$ cat config.mk
export PLATFORM = sky130hd
export DESIGN_NAME = csr_trap_ctrl_flat
export DESIGN_NICKNAME = d
export VERILOG_FILES = /design/src/rtl/csr_trap_ctrl_if.sv /design/src/rtl/csr_trap_ctrl.sv /design/src/flat_wrapper.sv
export SDC_FILE = /design/constraint.sdc
export NUM_CORES = 1
export LEC_CHECK = 0
export CORE_MARGIN = 2
export CORE_UTILIZATION = 57
export DETAILED_ROUTE_END_ITERATION = 6
export PLACE_DENSITY = 0.92
export SLEW_MARGIN = 5
export SYNTH_ARGS = -nofsm -noshare
export SYNTH_HDL_FRONTEND = slang
export SYNTH_SLANG_ARGS = --single-unit
$ cat constraint.sdc
create_clock -name clk -period 12.7 [get_ports clk]
set_clock_uncertainty 0.2 [all_clocks]
set_input_delay 1.27 -clock clk [delete_from_list [all_inputs] [get_ports clk]]
set_output_delay 1.27 -clock clk [all_outputs]
set_load 0.02 [all_outputs]
$ cat src/rtl/csr_trap_ctrl_if.sv
`default_nettype none
// ============================================================================
// Module      : csr_trap_ctrl_if
// Description : Bundle of signals between the pipeline and the machine-mode
//               CSR / trap controller.
//               master : pipeline side. Drives the CSR write/read requests,
//                        the memory-stage instruction info and the interrupt
//                        request lines.
//               slave  : CSR block side. Returns the read data, the trap code,
//                        mepc and mtvec.
// Revision    : 1.0 - initial release
// ============================================================================
interface csr_trap_ctrl_if;
  logic        csr_we_i;
  logic [11:0] csr_waddr_i;
  logic [31:0] csr_wdata_i;
  logic [11:0] csr_raddr_i;
  logic [31:0] csr_rdata_o;
  logic        mem_valid_i;
  logic [31:0] mem_pc_i;
  logic        exc_ecall_i;
  logic        exc_ebreak_i;
  logic        exc_illegal_i;
  logic        exc_ldmis_i;
  logic        exc_stmis_i;
  logic        exc_mret_i;
  logic        timer_irq_i;
  logic        ext_irq_i;
  logic [31:0] excepttype_o;
  logic [31:0] mepc_o;
  logic [31:0] mtvec_o;

  modport master (
    output csr_we_i, csr_waddr_i, csr_wdata_i, csr_raddr_i,
    output mem_valid_i, mem_pc_i,
    output exc_ecall_i, exc_ebreak_i, exc_illegal_i,
    output exc_ldmis_i, exc_stmis_i, exc_mret_i,
    output timer_irq_i, ext_irq_i,
    input  csr_rdata_o, excepttype_o, mepc_o, mtvec_o
  );

  modport slave (
    input  csr_we_i, csr_waddr_i, csr_wdata_i, csr_raddr_i,
    input  mem_valid_i, mem_pc_i,
    input  exc_ecall_i, exc_ebreak_i, exc_illegal_i,
    input  exc_ldmis_i, exc_stmis_i, exc_mret_i,
    input  timer_irq_i, ext_irq_i,
    output csr_rdata_o, excepttype_o, mepc_o, mtvec_o
  );
endinterface
`default_nettype wire

$ cat src/rtl/csr_trap_ctrl.sv
`default_nettype none
// ============================================================================
// Module      : csr_trap_ctrl
// Description : Machine-mode CSR file and trap controller. Holds mstatus,
//               mie, mtvec, mepc, mcause, mip (read-only) and the 64-bit
//               mcycle counter; prioritises memory-stage exceptions and
//               interrupts into a trap code and performs the trap / mret
//               state updates.
// Ports       : clk  - clock, all state changes on its rising edge
//               rst  - asynchronous active-high reset
//               bus  - csr_trap_ctrl_if.slave: CSR write/read port,
//                      memory-stage instruction info, interrupt lines,
//                      trap code, mepc and mtvec outputs
// Revision    : 1.0 - initial release
// ============================================================================
module csr_trap_ctrl #(
  parameter logic [31:0] MTVEC_RESET = 32'h0000_0000
) (
  input wire logic        clk,
  input wire logic        rst,
  csr_trap_ctrl_if.slave  bus
);

  localparam logic [11:0] c_addr_mstatus = 12'h300;
  localparam logic [11:0] c_addr_mie     = 12'h304;
  localparam logic [11:0] c_addr_mtvec   = 12'h305;
  localparam logic [11:0] c_addr_mepc    = 12'h341;
  localparam logic [11:0] c_addr_mcause  = 12'h342;
  localparam logic [11:0] c_addr_mip     = 12'h344;
  localparam logic [11:0] c_addr_mcycle  = 12'hB00;
  localparam logic [11:0] c_addr_mcycleh = 12'hB80;

  localparam logic [31:0] c_exc_none    = 32'd0;
  localparam logic [31:0] c_exc_ecall   = 32'd1;
  localparam logic [31:0] c_exc_ebreak  = 32'd2;
  localparam logic [31:0] c_exc_timer   = 32'd3;
  localparam logic [31:0] c_exc_ext     = 32'd4;
  localparam logic [31:0] c_exc_illegal = 32'd5;
  localparam logic [31:0] c_exc_ldmis   = 32'd6;
  localparam logic [31:0] c_exc_stmis   = 32'd7;
  localparam logic [31:0] c_exc_mret    = 32'hFFFF_FFFF;

  localparam logic [31:0] c_epc_mask    = 32'hFFFF_FFFC;

  // --------------------------------------------------------------------------
  // State
  // --------------------------------------------------------------------------
  logic        r_mstatus_mie;
  logic        r_mstatus_mpie;
  logic        r_mie_mtie;
  logic        r_mie_meie;
  logic [31:0] r_mtvec;
  logic [31:0] r_mepc;      // bits 1:0 are always stored as 0
  logic [31:0] r_mcause;
  logic [63:0] r_mcycle;

  // --------------------------------------------------------------------------
  // Write decode
  // --------------------------------------------------------------------------
  logic w_wr_mstatus, w_wr_mie, w_wr_mtvec, w_wr_mepc, w_wr_mcause;
  logic w_wr_mcycle, w_wr_mcycleh;

  assign w_wr_mstatus = bus.csr_we_i && (bus.csr_waddr_i == c_addr_mstatus);
  assign w_wr_mie     = bus.csr_we_i && (bus.csr_waddr_i == c_addr_mie);
  assign w_wr_mtvec   = bus.csr_we_i && (bus.csr_waddr_i == c_addr_mtvec);
  assign w_wr_mepc    = bus.csr_we_i && (bus.csr_waddr_i == c_addr_mepc);
  assign w_wr_mcause  = bus.csr_we_i && (bus.csr_waddr_i == c_addr_mcause);
  assign w_wr_mcycle  = bus.csr_we_i && (bus.csr_waddr_i == c_addr_mcycle);
  assign w_wr_mcycleh = bus.csr_we_i && (bus.csr_waddr_i == c_addr_mcycleh);

  // --------------------------------------------------------------------------
  // Trap prioritisation
  // --------------------------------------------------------------------------
  logic        w_ext_pend;
  logic        w_tmr_pend;
  logic [31:0] w_exc;
  logic        w_trap;
  logic        w_mret;
  logic [31:0] w_cause;

  // Level-sensitive: nothing is remembered while masked.
  assign w_ext_pend = bus.ext_irq_i   && r_mie_meie && r_mstatus_mie;
  assign w_tmr_pend = bus.timer_irq_i && r_mie_mtie && r_mstatus_mie;

  always_comb begin
    w_exc = c_exc_none;
    if (!rst && bus.mem_valid_i) begin
      if      (w_ext_pend)        w_exc = c_exc_ext;
      else if (w_tmr_pend)        w_exc = c_exc_timer;
      else if (bus.exc_illegal_i) w_exc = c_exc_illegal;
      else if (bus.exc_ecall_i)   w_exc = c_exc_ecall;
      else if (bus.exc_ebreak_i)  w_exc = c_exc_ebreak;
      else if (bus.exc_ldmis_i)   w_exc = c_exc_ldmis;
      else if (bus.exc_stmis_i)   w_exc = c_exc_stmis;
      else if (bus.exc_mret_i)    w_exc = c_exc_mret;
    end
  end

  assign w_trap = (w_exc != c_exc_none) && (w_exc != c_exc_mret);
  assign w_mret = (w_exc == c_exc_mret);

  always_comb begin
    w_cause = 32'd0;
    case (w_exc)
      c_exc_ext:     w_cause = 32'h8000_000B;
      c_exc_timer:   w_cause = 32'h8000_0007;
      c_exc_illegal: w_cause = 32'd2;
      c_exc_ecall:   w_cause = 32'd11;
      c_exc_ebreak:  w_cause = 32'd3;
      c_exc_ldmis:   w_cause = 32'd4;
      c_exc_stmis:   w_cause = 32'd6;
      default:       w_cause = 32'd0;
    endcase
  end

  // --------------------------------------------------------------------------
  // Registers. Trap and mret updates take precedence over a coincident CSR
  // write to the registers they modify.
  // --------------------------------------------------------------------------
  always_ff @(posedge clk or posedge rst) begin
    if (rst) begin
      r_mstatus_mie  <= 1'b0;
      r_mstatus_mpie <= 1'b0;
    end else if (w_trap) begin
      r_mstatus_mpie <= r_mstatus_mie;
      r_mstatus_mie  <= 1'b0;
    end else if (w_mret) begin
      r_mstatus_mie  <= r_mstatus_mpie;
      r_mstatus_mpie <= 1'b1;
    end else if (w_wr_mstatus) begin
      r_mstatus_mie  <= bus.csr_wdata_i[3];
      r_mstatus_mpie <= bus.csr_wdata_i[7];
    end
  end

  always_ff @(posedge clk or posedge rst) begin
    if (rst) begin
      r_mepc   <= 32'd0;
      r_mcause <= 32'd0;
    end else if (w_trap) begin
      r_mepc   <= bus.mem_pc_i & c_epc_mask;
      r_mcause <= w_cause;
    end else begin
      if (w_wr_mepc)   r_mepc   <= bus.csr_wdata_i & c_epc_mask;
      if (w_wr_mcause) r_mcause <= bus.csr_wdata_i;
    end
  end

  always_ff @(posedge clk or posedge rst) begin
    if (rst) begin
      r_mie_mtie <= 1'b0;
      r_mie_meie <= 1'b0;
      r_mtvec    <= MTVEC_RESET;
    end else begin
      if (w_wr_mie) begin
        r_mie_mtie <= bus.csr_wdata_i[7];
        r_mie_meie <= bus.csr_wdata_i[11];
      end
      if (w_wr_mtvec) r_mtvec <= bus.csr_wdata_i;
    end
  end

  // A write to either half loads that half and holds the other for the cycle.
  always_ff @(posedge clk or posedge rst) begin
    if (rst) begin
      r_mcycle <= 64'd0;
    end else if (w_wr_mcycle) begin
      r_mcycle[31:0]  <= bus.csr_wdata_i;
    end else if (w_wr_mcycleh) begin
      r_mcycle[63:32] <= bus.csr_wdata_i;
    end else begin
      r_mcycle <= r_mcycle + 64'd1;
    end
  end

  // --------------------------------------------------------------------------
  // Read port with write-to-read bypass
  // --------------------------------------------------------------------------
  logic [31:0] w_rdata;

  always_comb begin
    w_rdata = 32'd0;
    if (bus.csr_we_i && (bus.csr_waddr_i == bus.csr_raddr_i)) begin
      w_rdata = bus.csr_wdata_i;
    end else begin
      case (bus.csr_raddr_i)
        c_addr_mstatus: w_rdata = {24'd0, r_mstatus_mpie, 3'd0, r_mstatus_mie, 3'd0};
        c_addr_mie:     w_rdata = {20'd0, r_mie_meie, 3'd0, r_mie_mtie, 7'd0};
        c_addr_mtvec:   w_rdata = r_mtvec;
        c_addr_mepc:    w_rdata = r_mepc;
        c_addr_mcause:  w_rdata = r_mcause;
        c_addr_mip:     w_rdata = {20'd0, bus.ext_irq_i, 3'd0, bus.timer_irq_i, 7'd0};
        c_addr_mcycle:  w_rdata = r_mcycle[31:0];
        c_addr_mcycleh: w_rdata = r_mcycle[63:32];
        default:        w_rdata = 32'd0;
      endcase
    end
  end

  assign bus.csr_rdata_o  = w_rdata;
  assign bus.excepttype_o = w_exc;
  assign bus.mtvec_o      = w_wr_mtvec ? bus.csr_wdata_i : r_mtvec;
  // Forced to 0 in reset so a pending write cannot leak out as a return address.
  assign bus.mepc_o       = rst        ? 32'd0 :
                            w_wr_mepc  ? (bus.csr_wdata_i & c_epc_mask) : r_mepc;

endmodule
`default_nettype wire

$ cat src/flat_wrapper.sv
// flat-port wrapper written by rule: the top's interface ports become plain ports
module csr_trap_ctrl_flat 
#(
  parameter logic [31:0] MTVEC_RESET = 32'h0000_0000
)
  (clk, rst, bus_csr_we_i, bus_csr_waddr_i, bus_csr_wdata_i, bus_csr_raddr_i, bus_mem_valid_i, bus_mem_pc_i, bus_exc_ecall_i, bus_exc_ebreak_i, bus_exc_illegal_i, bus_exc_ldmis_i, bus_exc_stmis_i, bus_exc_mret_i, bus_timer_irq_i, bus_ext_irq_i, bus_csr_rdata_o, bus_excepttype_o, bus_mepc_o, bus_mtvec_o);
  csr_trap_ctrl_if bus_i ();
  input wire logic clk;
  input wire logic rst;
  input wire logic [$bits(bus_i.csr_we_i)-1:0] bus_csr_we_i;
  input wire logic [$bits(bus_i.csr_waddr_i)-1:0] bus_csr_waddr_i;
  input wire logic [$bits(bus_i.csr_wdata_i)-1:0] bus_csr_wdata_i;
  input wire logic [$bits(bus_i.csr_raddr_i)-1:0] bus_csr_raddr_i;
  input wire logic [$bits(bus_i.mem_valid_i)-1:0] bus_mem_valid_i;
  input wire logic [$bits(bus_i.mem_pc_i)-1:0] bus_mem_pc_i;
  input wire logic [$bits(bus_i.exc_ecall_i)-1:0] bus_exc_ecall_i;
  input wire logic [$bits(bus_i.exc_ebreak_i)-1:0] bus_exc_ebreak_i;
  input wire logic [$bits(bus_i.exc_illegal_i)-1:0] bus_exc_illegal_i;
  input wire logic [$bits(bus_i.exc_ldmis_i)-1:0] bus_exc_ldmis_i;
  input wire logic [$bits(bus_i.exc_stmis_i)-1:0] bus_exc_stmis_i;
  input wire logic [$bits(bus_i.exc_mret_i)-1:0] bus_exc_mret_i;
  input wire logic [$bits(bus_i.timer_irq_i)-1:0] bus_timer_irq_i;
  input wire logic [$bits(bus_i.ext_irq_i)-1:0] bus_ext_irq_i;
  output wire logic [$bits(bus_i.csr_rdata_o)-1:0] bus_csr_rdata_o;
  output wire logic [$bits(bus_i.excepttype_o)-1:0] bus_excepttype_o;
  output wire logic [$bits(bus_i.mepc_o)-1:0] bus_mepc_o;
  output wire logic [$bits(bus_i.mtvec_o)-1:0] bus_mtvec_o;
  assign bus_i.csr_we_i = bus_csr_we_i;
  assign bus_i.csr_waddr_i = bus_csr_waddr_i;
  assign bus_i.csr_wdata_i = bus_csr_wdata_i;
  assign bus_i.csr_raddr_i = bus_csr_raddr_i;
  assign bus_i.mem_valid_i = bus_mem_valid_i;
  assign bus_i.mem_pc_i = bus_mem_pc_i;
  assign bus_i.exc_ecall_i = bus_exc_ecall_i;
  assign bus_i.exc_ebreak_i = bus_exc_ebreak_i;
  assign bus_i.exc_illegal_i = bus_exc_illegal_i;
  assign bus_i.exc_ldmis_i = bus_exc_ldmis_i;
  assign bus_i.exc_stmis_i = bus_exc_stmis_i;
  assign bus_i.exc_mret_i = bus_exc_mret_i;
  assign bus_i.timer_irq_i = bus_timer_irq_i;
  assign bus_i.ext_irq_i = bus_ext_irq_i;
  assign bus_csr_rdata_o = bus_i.csr_rdata_o;
  assign bus_excepttype_o = bus_i.excepttype_o;
  assign bus_mepc_o = bus_i.mepc_o;
  assign bus_mtvec_o = bus_i.mtvec_o;
  csr_trap_ctrl #(.MTVEC_RESET(MTVEC_RESET)) u_core (.clk(clk), .rst(rst), .bus(bus_i));
endmodule
## Yosys cells after proc, flatten, opt, wreduce, memory -nomap -nowiden

Cells that the tools add are included.

- Word-level logic and storage cells: 81
- Flip-flop bits (word level): 164
- Output and inout bits: 128
- Input bits: 100

- $add $sub $neg: 1
- Muxes and demuxes: 27
- Eq/ne operators: 26
- Reduce and logical (&&, ||, !) cells: 18

Operators by type and width:

| cell | count |
|---|---|
| 32-bit two-way mux | 19 |
| 32-bit one-hot mux with 8 select lines | 1 |
| 32-bit one-hot mux with 7 select lines | 1 |
| 12-bit by 10-bit == test with 1-bit output, second input constant | 11 |
| 32-bit by 3-bit == test with 1-bit output, second input constant | 4 |
| 64-bit by 1-bit adder with 64-bit output, second input constant | 1 |
| 32-bit by 2-bit == test with 1-bit output, second input constant | 2 |
| 12-bit == test, second input constant | 4 |
| 32-bit by 1-bit == test with 1-bit output, second input constant | 1 |
| 32-bit == test, second input constant | 1 |
| 32-bit != test, second input constant | 1 |
| 32-bit nonzero test | 1 |
| 1-bit logical AND | 14 |
| 12-bit == test | 1 |
| 1-bit two-way mux | 6 |
| 3-bit nonzero test | 1 |
| 2-bit by 1-bit != test with 1-bit output, second input constant | 1 |
| 2-bit nonzero test | 1 |
| 1-bit logical NOT | 1 |

## Logic depth before layout (Yosys ltp)

Gate-level depths: netlist of run 1.

- Depth after elaboration: 12
- Gate-level depth with buffers: 9
- Mapped depth without buffers: 6

## Worst setup path after synthesis of run 1

No wires, ideal clock.

- Kind: input port to output port
- From: input rst
- To: output bus_mepc_o[0]
- Data arrival time: 5.340 ns
- Cell stages on the path: 2
- Slack: 5.890 ns
- Required time: 11.230 ns
- Cells stage by stage: inv_1 > and3_1

- Word-level cells in the longest chain between the ends: 1

RTL lines:

| item | line | source |
|---|---|---|
| start, declared | flat_wrapper.sv:9 | `input wire logic rst;` |
| 32-bit two-way mux | csr_trap_ctrl.sv:204 | `assign bus.mepc_o = rst ? 32'd0 :` |
| end, declared | flat_wrapper.sv:26 | `output wire logic [$bits(bus_i.mepc_o)-1:0] bus_mepc_o;` |

No other way between the ends.

## Worst setup path after layout of run 1

- From: input bus_csr_raddr_i[11]
- To: output bus_csr_rdata_o[13]

- Word-level cells in the longest chain between the ends: 3
- Elaborated cells between the ends (all ways): 12
- Those cells by class: 9 x eq/ne; 2 x mux; 1 x reduce/logical

RTL lines:

| item | line | source |
|---|---|---|
| start, declared | flat_wrapper.sv:13 | `input wire logic [$bits(bus_i.csr_raddr_i)-1:0] bus_csr_raddr_i;` |
| 12-bit == test, or another cell as far along | csr_trap_ctrl.sv:186 | `case (bus.csr_raddr_i)` |
| 32-bit one-hot mux with 8 select lines / 1-bit logical AND (equally long branches) | csr_trap_ctrl.sv:186, csr_trap_ctrl.sv:183 |  |
| 32-bit two-way mux * | csr_trap_ctrl.sv:183 | `if (bus.csr_we_i && (bus.csr_waddr_i == bus.csr_raddr_i)) begin` |
| end, declared | flat_wrapper.sv:24 | `output wire logic [$bits(bus_i.csr_rdata_o)-1:0] bus_csr_rdata_o;` |

Mark *: on every way between the ends. The rest lies on a longest branch, timed or not.

==> results.cfg, run 1 <==
[finish]
num_antenna_cells = 0
layout-area-overhead-vs-synth_pct = 24.7
drive_above_1_share_pct = 8.26
fin_nets = 1481

[floorplan]
die_area_um2 = 20500
core_um2 = 18900
die_h_um = 143
ios = 228
start_util_pct = 58.5
rows = 50
dieWidth_um = 143

[synthesis]
yosysTopAreaCellShare_pct = 37.1
synth_area_leaders = dfrtp_1 37%, mux2i_1 9.3%, nor2_1 5.7%
synth_area_um2 = 11100
synthDistinctLibCells = 79
async_flop_share_pct = 100
synthCells = 1241
synth_nets = 1342
synth.yosys.seq_area_share_pct = 37.1
synth-edff-count = 0
yosys_warnings = 0
synth-main-ff-cell = dfrtp_1
syn_area_per_cell_um2 = 8.91
synth_seq_cells = 164
netlist_top_cells_count = 167 x nor2_1, 164 x dfrtp_1, 103 x mux2i_1
post-synth-top-count-cell = nor2_1
synth.largest_area_cell = dfrtp_1

[timing]
period_minus_slack_ns = 6.46
finalCritPeriodShare_pct = 50.9
rsz0062_at_grt = false
finalSetupViolCount = 0
tightest_slew_ns = 1.40
slew_headroom_pct = 6.82
fmax_mhz = 155
tns_ns = 0
worst_slack_ns = 6.24
slew_viol_final = 0
timing.hold.ws_ns = 0.332
hold_viol = 0

[critical_path]
required_ns = 11.23
crit_cells = 7
path_common_cell = clkdlybuf4s50_1
worstPathMaxFanout = 23
crit_buf_inv = 2
slowest_stage = and4bb_1
path_class = primary input to output pin
worstSetupEndpointType = output pin
crit_family = simple AND/OR/NAND/NOR gates
ff2ff_path_depth = 5
start_kind = primary input
slowest_delay_ns = 1.23
rrSetupSlack_ns = 9.10
cp_cell_sequence = clkdlybuf4s50_1 -> or4_4 -> and4bb_1 -> a222oi_1 -> o21ai_0 -> a22o_1 -> clkdlybuf4s50_1
cp.arrival_ns = 4.99

[global_route]
grt_use_met1_pct = 51.6
overflow = 0
grt_max_degree = 74
grt_pass1_wl_um = 62900
grt_busiest_layer = met2
first_global_vias = 11305
grtUsageMet2_pct = 62.1
grt_usage_pct = 39.9
grt_use_met3_pct = 11.2
antenna_found_initial = 0

[hold_path]
hold_path_depth = 1
hold_class = flip-flop to flip-flop

[clock_tree]
clock_sinks = 164
clkSlewWorstSetupHoldPaths_ns = 0.08
cts-resized-gates = 0
cts.path.max_buffers = 2
clk_latency_ns = 0.45
cts_root_buf = clkbuf_16
cts_buffers = 17
h-tree-depth = 4
hold_buffers = 0
post_cts_buffers = 0
cts_tree = yes

[run]
maxCapViolations = 0

[drt]
drt-initial-drc-count = 1732
wl_per_cell_um = 24.6
ant_nets = 0
vias_per_cell = 7.06
firstDrtPassIters = 7
vias = 11677
drt-total-wl_um = 40600
drc = 3

[status]
violations = DRC
status = finished with violations

[placed_design]
gp_congestion = 1.06
post-place-ws_ns = 6.48
portBuffers = 225
place_hpwl_um = 27600

[power]
p_leak_nw = 5.95
ir_drop_mv = 0.0870
power.density_nw_per_um2 = 94.3
p_total_mw = 1.30
==> path summary, 6_finish.rpt <==
path / end / startpoint
max: bus_csr_rdata_o[13] / bus_csr_raddr_i[11]
min: u_core.r_mtvec[17] / u_core.r_mtvec[17]
max reg2reg: u_core.r_mcycle[48] / u_core.r_mcycle[11]
min reg2reg: u_core.r_mtvec[17] / u_core.r_mtvec[17]
max in group asynchronous: u_core.r_mcycle[10] / rst
min in group asynchronous: u_core.r_mtvec[30] / rst
==> worst reg2reg max path: cells and delay by family (launching register included) <==
family	cells	cell delay, ns
flip-flops	1	0.54
AO/OA/AOI/OAI	2	0.42
AND/OR/NAND/NOR	3	2.30
==> metrics by stage <==
step / std cells / utilization, % / cell area (um^2)
2_1_floorplan: 1241 / - / 11100
3_3_place_gp: 1621 / 69.9 / 13200
3_5_place_dp: 1621 / 69.9 / 13200
4_1_cts: 1653 / 73.0 / 13800
5_1_grt: 1653 / 73.0 / 13800
6_report: 1653 / 73.0 / 13800
==> kinds of logic after synthesis <==
group | Yosys count | synth area share [%]
flip-flops | 164 | 37.1
buffers and inverters | 136 | 6.12
adder cells (fa/ha/maj) | 1 | 0.113
XOR/XNOR | 13 | 1.03
AND/OR/NAND/NOR | 482 | 22.7
multiplexers | 143 | 13.4
AO/OA/AOI/OAI | 302 | 19.6
==> final cells by class <==
class,instances,area [um^2]
Multi-Input combinational cell,941,6330
Timing Repair Buffer,245,2400
Sequential cell,164,4100
Inverter,11,46.3
Fill cell,1412,5110
Clock inverter,14,150
Tap cell,260,325
Clock buffer,18,429
==> power by group <==
part           switching [mW]  internal (mW)  leakage [nW]  total, mW
Clock                   0.255          0.264         0.286      0.519
Combinational           0.111         0.0853          3.65      0.196
Sequential             0.0352          0.550          2.01      0.585
==> state kept, by name (all words and copies together), names as in the netlist <==
register / cells
u_core.r_mie_mtie: 1
u_core.r_mepc: 32
u_core.r_mcycle: 64
u_core.r_mstatus_mie: 1
u_core.r_mie_meie: 1
u_core.r_mtvec: 32
u_core.r_mcause: 32
u_core.r_mstatus_mpie: 1
==> cell usage in the layout, fill, tap and decap left out, types with 6 or more instances in the layout <==
cell type and count:
and2_1 10, o211ai_1 6, nand2b_1 9, a21oi_1 73
mux2_2 40, dfrtp_1 164, nor3b_1 7, a31oi_1 6
nor3_1 24, clkdlybuf4s50_1 224, o221ai_1 6, a211o_1 6
nor2_1 167, o31ai_1 6, and3_1 22, a22oi_1 7
a311oi_1 9, or4_1 6, nand2_1 62, a222oi_1 22
buf_4 20, inv_6 6, o21ai_1 10, o21a_1 6
o21ai_0 38, xnor2_1 12, o22ai_1 11, nand3_1 42
inv_1 10, nor2b_1 8, and4_1 11, clkbuf_16 17
a211oi_1 9, mux2i_1 103, nand4_1 55, nor4_1 21
a22o_1 38
==> metal layers <==
metal | wire length [um] | vias up | part of all wire [%]
li1 | - | 4978 | -
met1 | 15000 | 5553 | 37
met2 | 18400 | 980 | 45
met3 | 5240 | 166 | 13
met4 | 1880 | 0 | 4.6
met5 | 0 | - | 0
No activity file was read; power rests on OpenSTA's default activity.
==> run 2: changes to the inputs <==
--- a/config.mk
+++ b/config.mk
@@ -6,9 +6,9 @@
 export NUM_CORES = 1
 export LEC_CHECK = 0
 export CORE_MARGIN = 2
-export CORE_UTILIZATION = 57
+export CORE_UTILIZATION = 48
 export DETAILED_ROUTE_END_ITERATION = 6
-export PLACE_DENSITY = 0.92
+export PLACE_DENSITY = 0.83
 export SLEW_MARGIN = 5
 export SYNTH_ARGS = -nofsm -noshare
 export SYNTH_HDL_FRONTEND = slang
==> constraint.sdc (replaced) <==
create_clock -name clk -period 5.3 [get_ports clk]
set_clock_uncertainty 0.2 [all_clocks]
set_input_delay 0.53 -clock clk [delete_from_list [all_inputs] [get_ports clk]]
set_output_delay 0.53 -clock clk [all_outputs]
set_load 0.02 [all_outputs]
==> results.cfg, run 2 (synthesized netlist as in run 1, its figures left out) <==
[critical_path]
cp_cell_sequence = clkdlybuf4s50_1 -> or4_4 -> a211o_1 -> a2111oi_4 -> buf_12 -> a22o_1 -> clkdlybuf4s50_1
ff2ff_path_depth = 6
crit_cells = 7
cp.arrival_ns = 3.76
crit_family = buffers and inverters
worstSetupEndpointType = output pin
path_common_cell = clkdlybuf4s50_1
required_ns = 4.57
path_class = primary input to output pin
crit_buf_inv = 3
slowest_stage = a2111oi_4
worstPathMaxFanout = 26
start_kind = primary input
slowest_delay_ns = 0.69

[finish]
drive_above_1_share_pct = 8.66
fin_nets = 1486
stdcell_area_um2 = 13900
stdcell_count = 1683
final_common_cell = clkdlybuf4s50_1
num_antenna_cells = 0
regMostFlops = u_core.r_mcycle
mostFrequentLayoutCells = 224 x clkdlybuf4s50_1, 167 x nor2_1, 164 x dfrtp_1, 103 x mux2i_1, 73 x a21oi_1
largest_reg_flops = 64
layout-area-overhead-vs-synth_pct = 25.6

[clock_tree]
cts_tree = yes
clkSlewWorstSetupHoldPaths_ns = 0.07
cts_root_buf = clkbuf_16
cts.path.max_buffers = 2
clk_latency_ns = 0.44
post_cts_buffers = 0
hold_buffers = 0
clock_sinks = 164
cts-resized-gates = 0
h-tree-depth = 4
cts_buffers = 17

[drt]
drt-total-wl_um = 41700
drt-initial-drc-count = 1369
vias_per_cell = 6.79
drc = 0
firstDrtPassIters = 6
ant_nets = 0
vias = 11430
wl_per_cell_um = 24.8

[timing]
period_minus_slack_ns = 4.49
slew_viol_final = 0
finalSetupViolCount = 0
finalCritPeriodShare_pct = 84.7
tightest_slew_ns = 1.11
worst_slack_ns = 0.809
tns_ns = 0
fmax_mhz = 223
rsz0062_at_grt = false
hold_viol = 0
slew_headroom_pct = 25.0

[floorplan]
core_um2 = 22600
start_util_pct = 48.8
die_h_um = 156
ios = 228
die_area_um2 = 24300
dieWidth_um = 156
rows = 55

[placed_design]
place_hpwl_um = 29100
place_area_um2 = 13300
dp.cells = 1651
post-place-ws_ns = 0.870
gp_congestion = 0.971
portBuffers = 225

[power]
p_total_mw = 3.12
power.density_nw_per_um2 = 225
ir_drop_mv = 0.169
p_leak_nw = 5.98

[global_route]
overflow = 0
first_global_vias = 11319
antenna_found_initial = 0
grt_pass1_wl_um = 64300
grt_max_degree = 72
grt_usage_pct = 34.2

[hold_path]
hold_path_depth = 1
hold_class = flip-flop to flip-flop

[run]
maxCapViolations = 0

[status]
status = finished clean
==> run 2: changes by cell type in the layout (fill, tap and decap cells not counted), sizes merged <==
| cell | previous run | this run |
|---|---|---|
| clkinv | 4 | 6 |
| inv | 21 | 19 |
| clkbuf | 18 | 17 |
| buf | 21 | 26 |
| clkinvlp | 0 | 1 |
==> run 2: final timing paths <==
path	from	slack, ns	endpoint
setup reg to reg	u_core.r_mcycle[0]	1.98	u_core.r_mcycle[40]
hold / removal	u_core.r_mtvec[0]	0.33	u_core.r_mtvec[0]
max in group asynchronous	rst	2.91	u_core.r_mcycle[8]
setup / recovery	bus_csr_raddr_i[11]	0.81	bus_csr_rdata_o[27]
hold reg to reg	u_core.r_mtvec[0]	0.33	u_core.r_mtvec[0]
min in group asynchronous	rst	0.64	u_core.r_mtvec[31]
==> run 2: where the power goes <==
group | total, mW | switching [mW] | internal, mW
clock network | 1.25 | 0.617 | 0.633
registers | 1.40 | 0.0861 | 1.32
logic | 0.472 | 0.267 | 0.205
total | 3.12 | 0.970 | 2.16
==> run 2: per-layer routing <==
metal	track usage [%]	vias up	share of wire [%]
met5	0	-	0
li1	-	4982	-
met3	6.86	141	9.1
met2	55.9	747	47
met1	43.0	5560	39
met4	17.9	0	5.4
==> run 2: through the flow <==
| stage | util, % | hold WS (ns) |
|---|---|---|
| 3_3_place_gp | 58.8 | 0.304 |
| 2_1_floorplan | - | 0.272 |
| 3_5_place_dp | 58.8 | 0.311 |
| 5_1_grt | 61.4 | 0.349 |
| 6_report | 61.4 | 0.329 |
| 4_1_cts | 61.4 | 0.329 |
==> run 2: cell type report <==
| type | instances | area [um^2] |
|---|---|---|
| Inverter | 11 | 45.0 |
| Sequential cell | 164 | 4100 |
| Fill cell | 1915 | 8750 |
| Multi-Input combinational cell | 941 | 6330 |
| Clock inverter | 15 | 158 |
| Timing Repair Buffer | 250 | 2470 |
| Tap cell | 285 | 357 |
| Clock buffer | 17 | 425 |
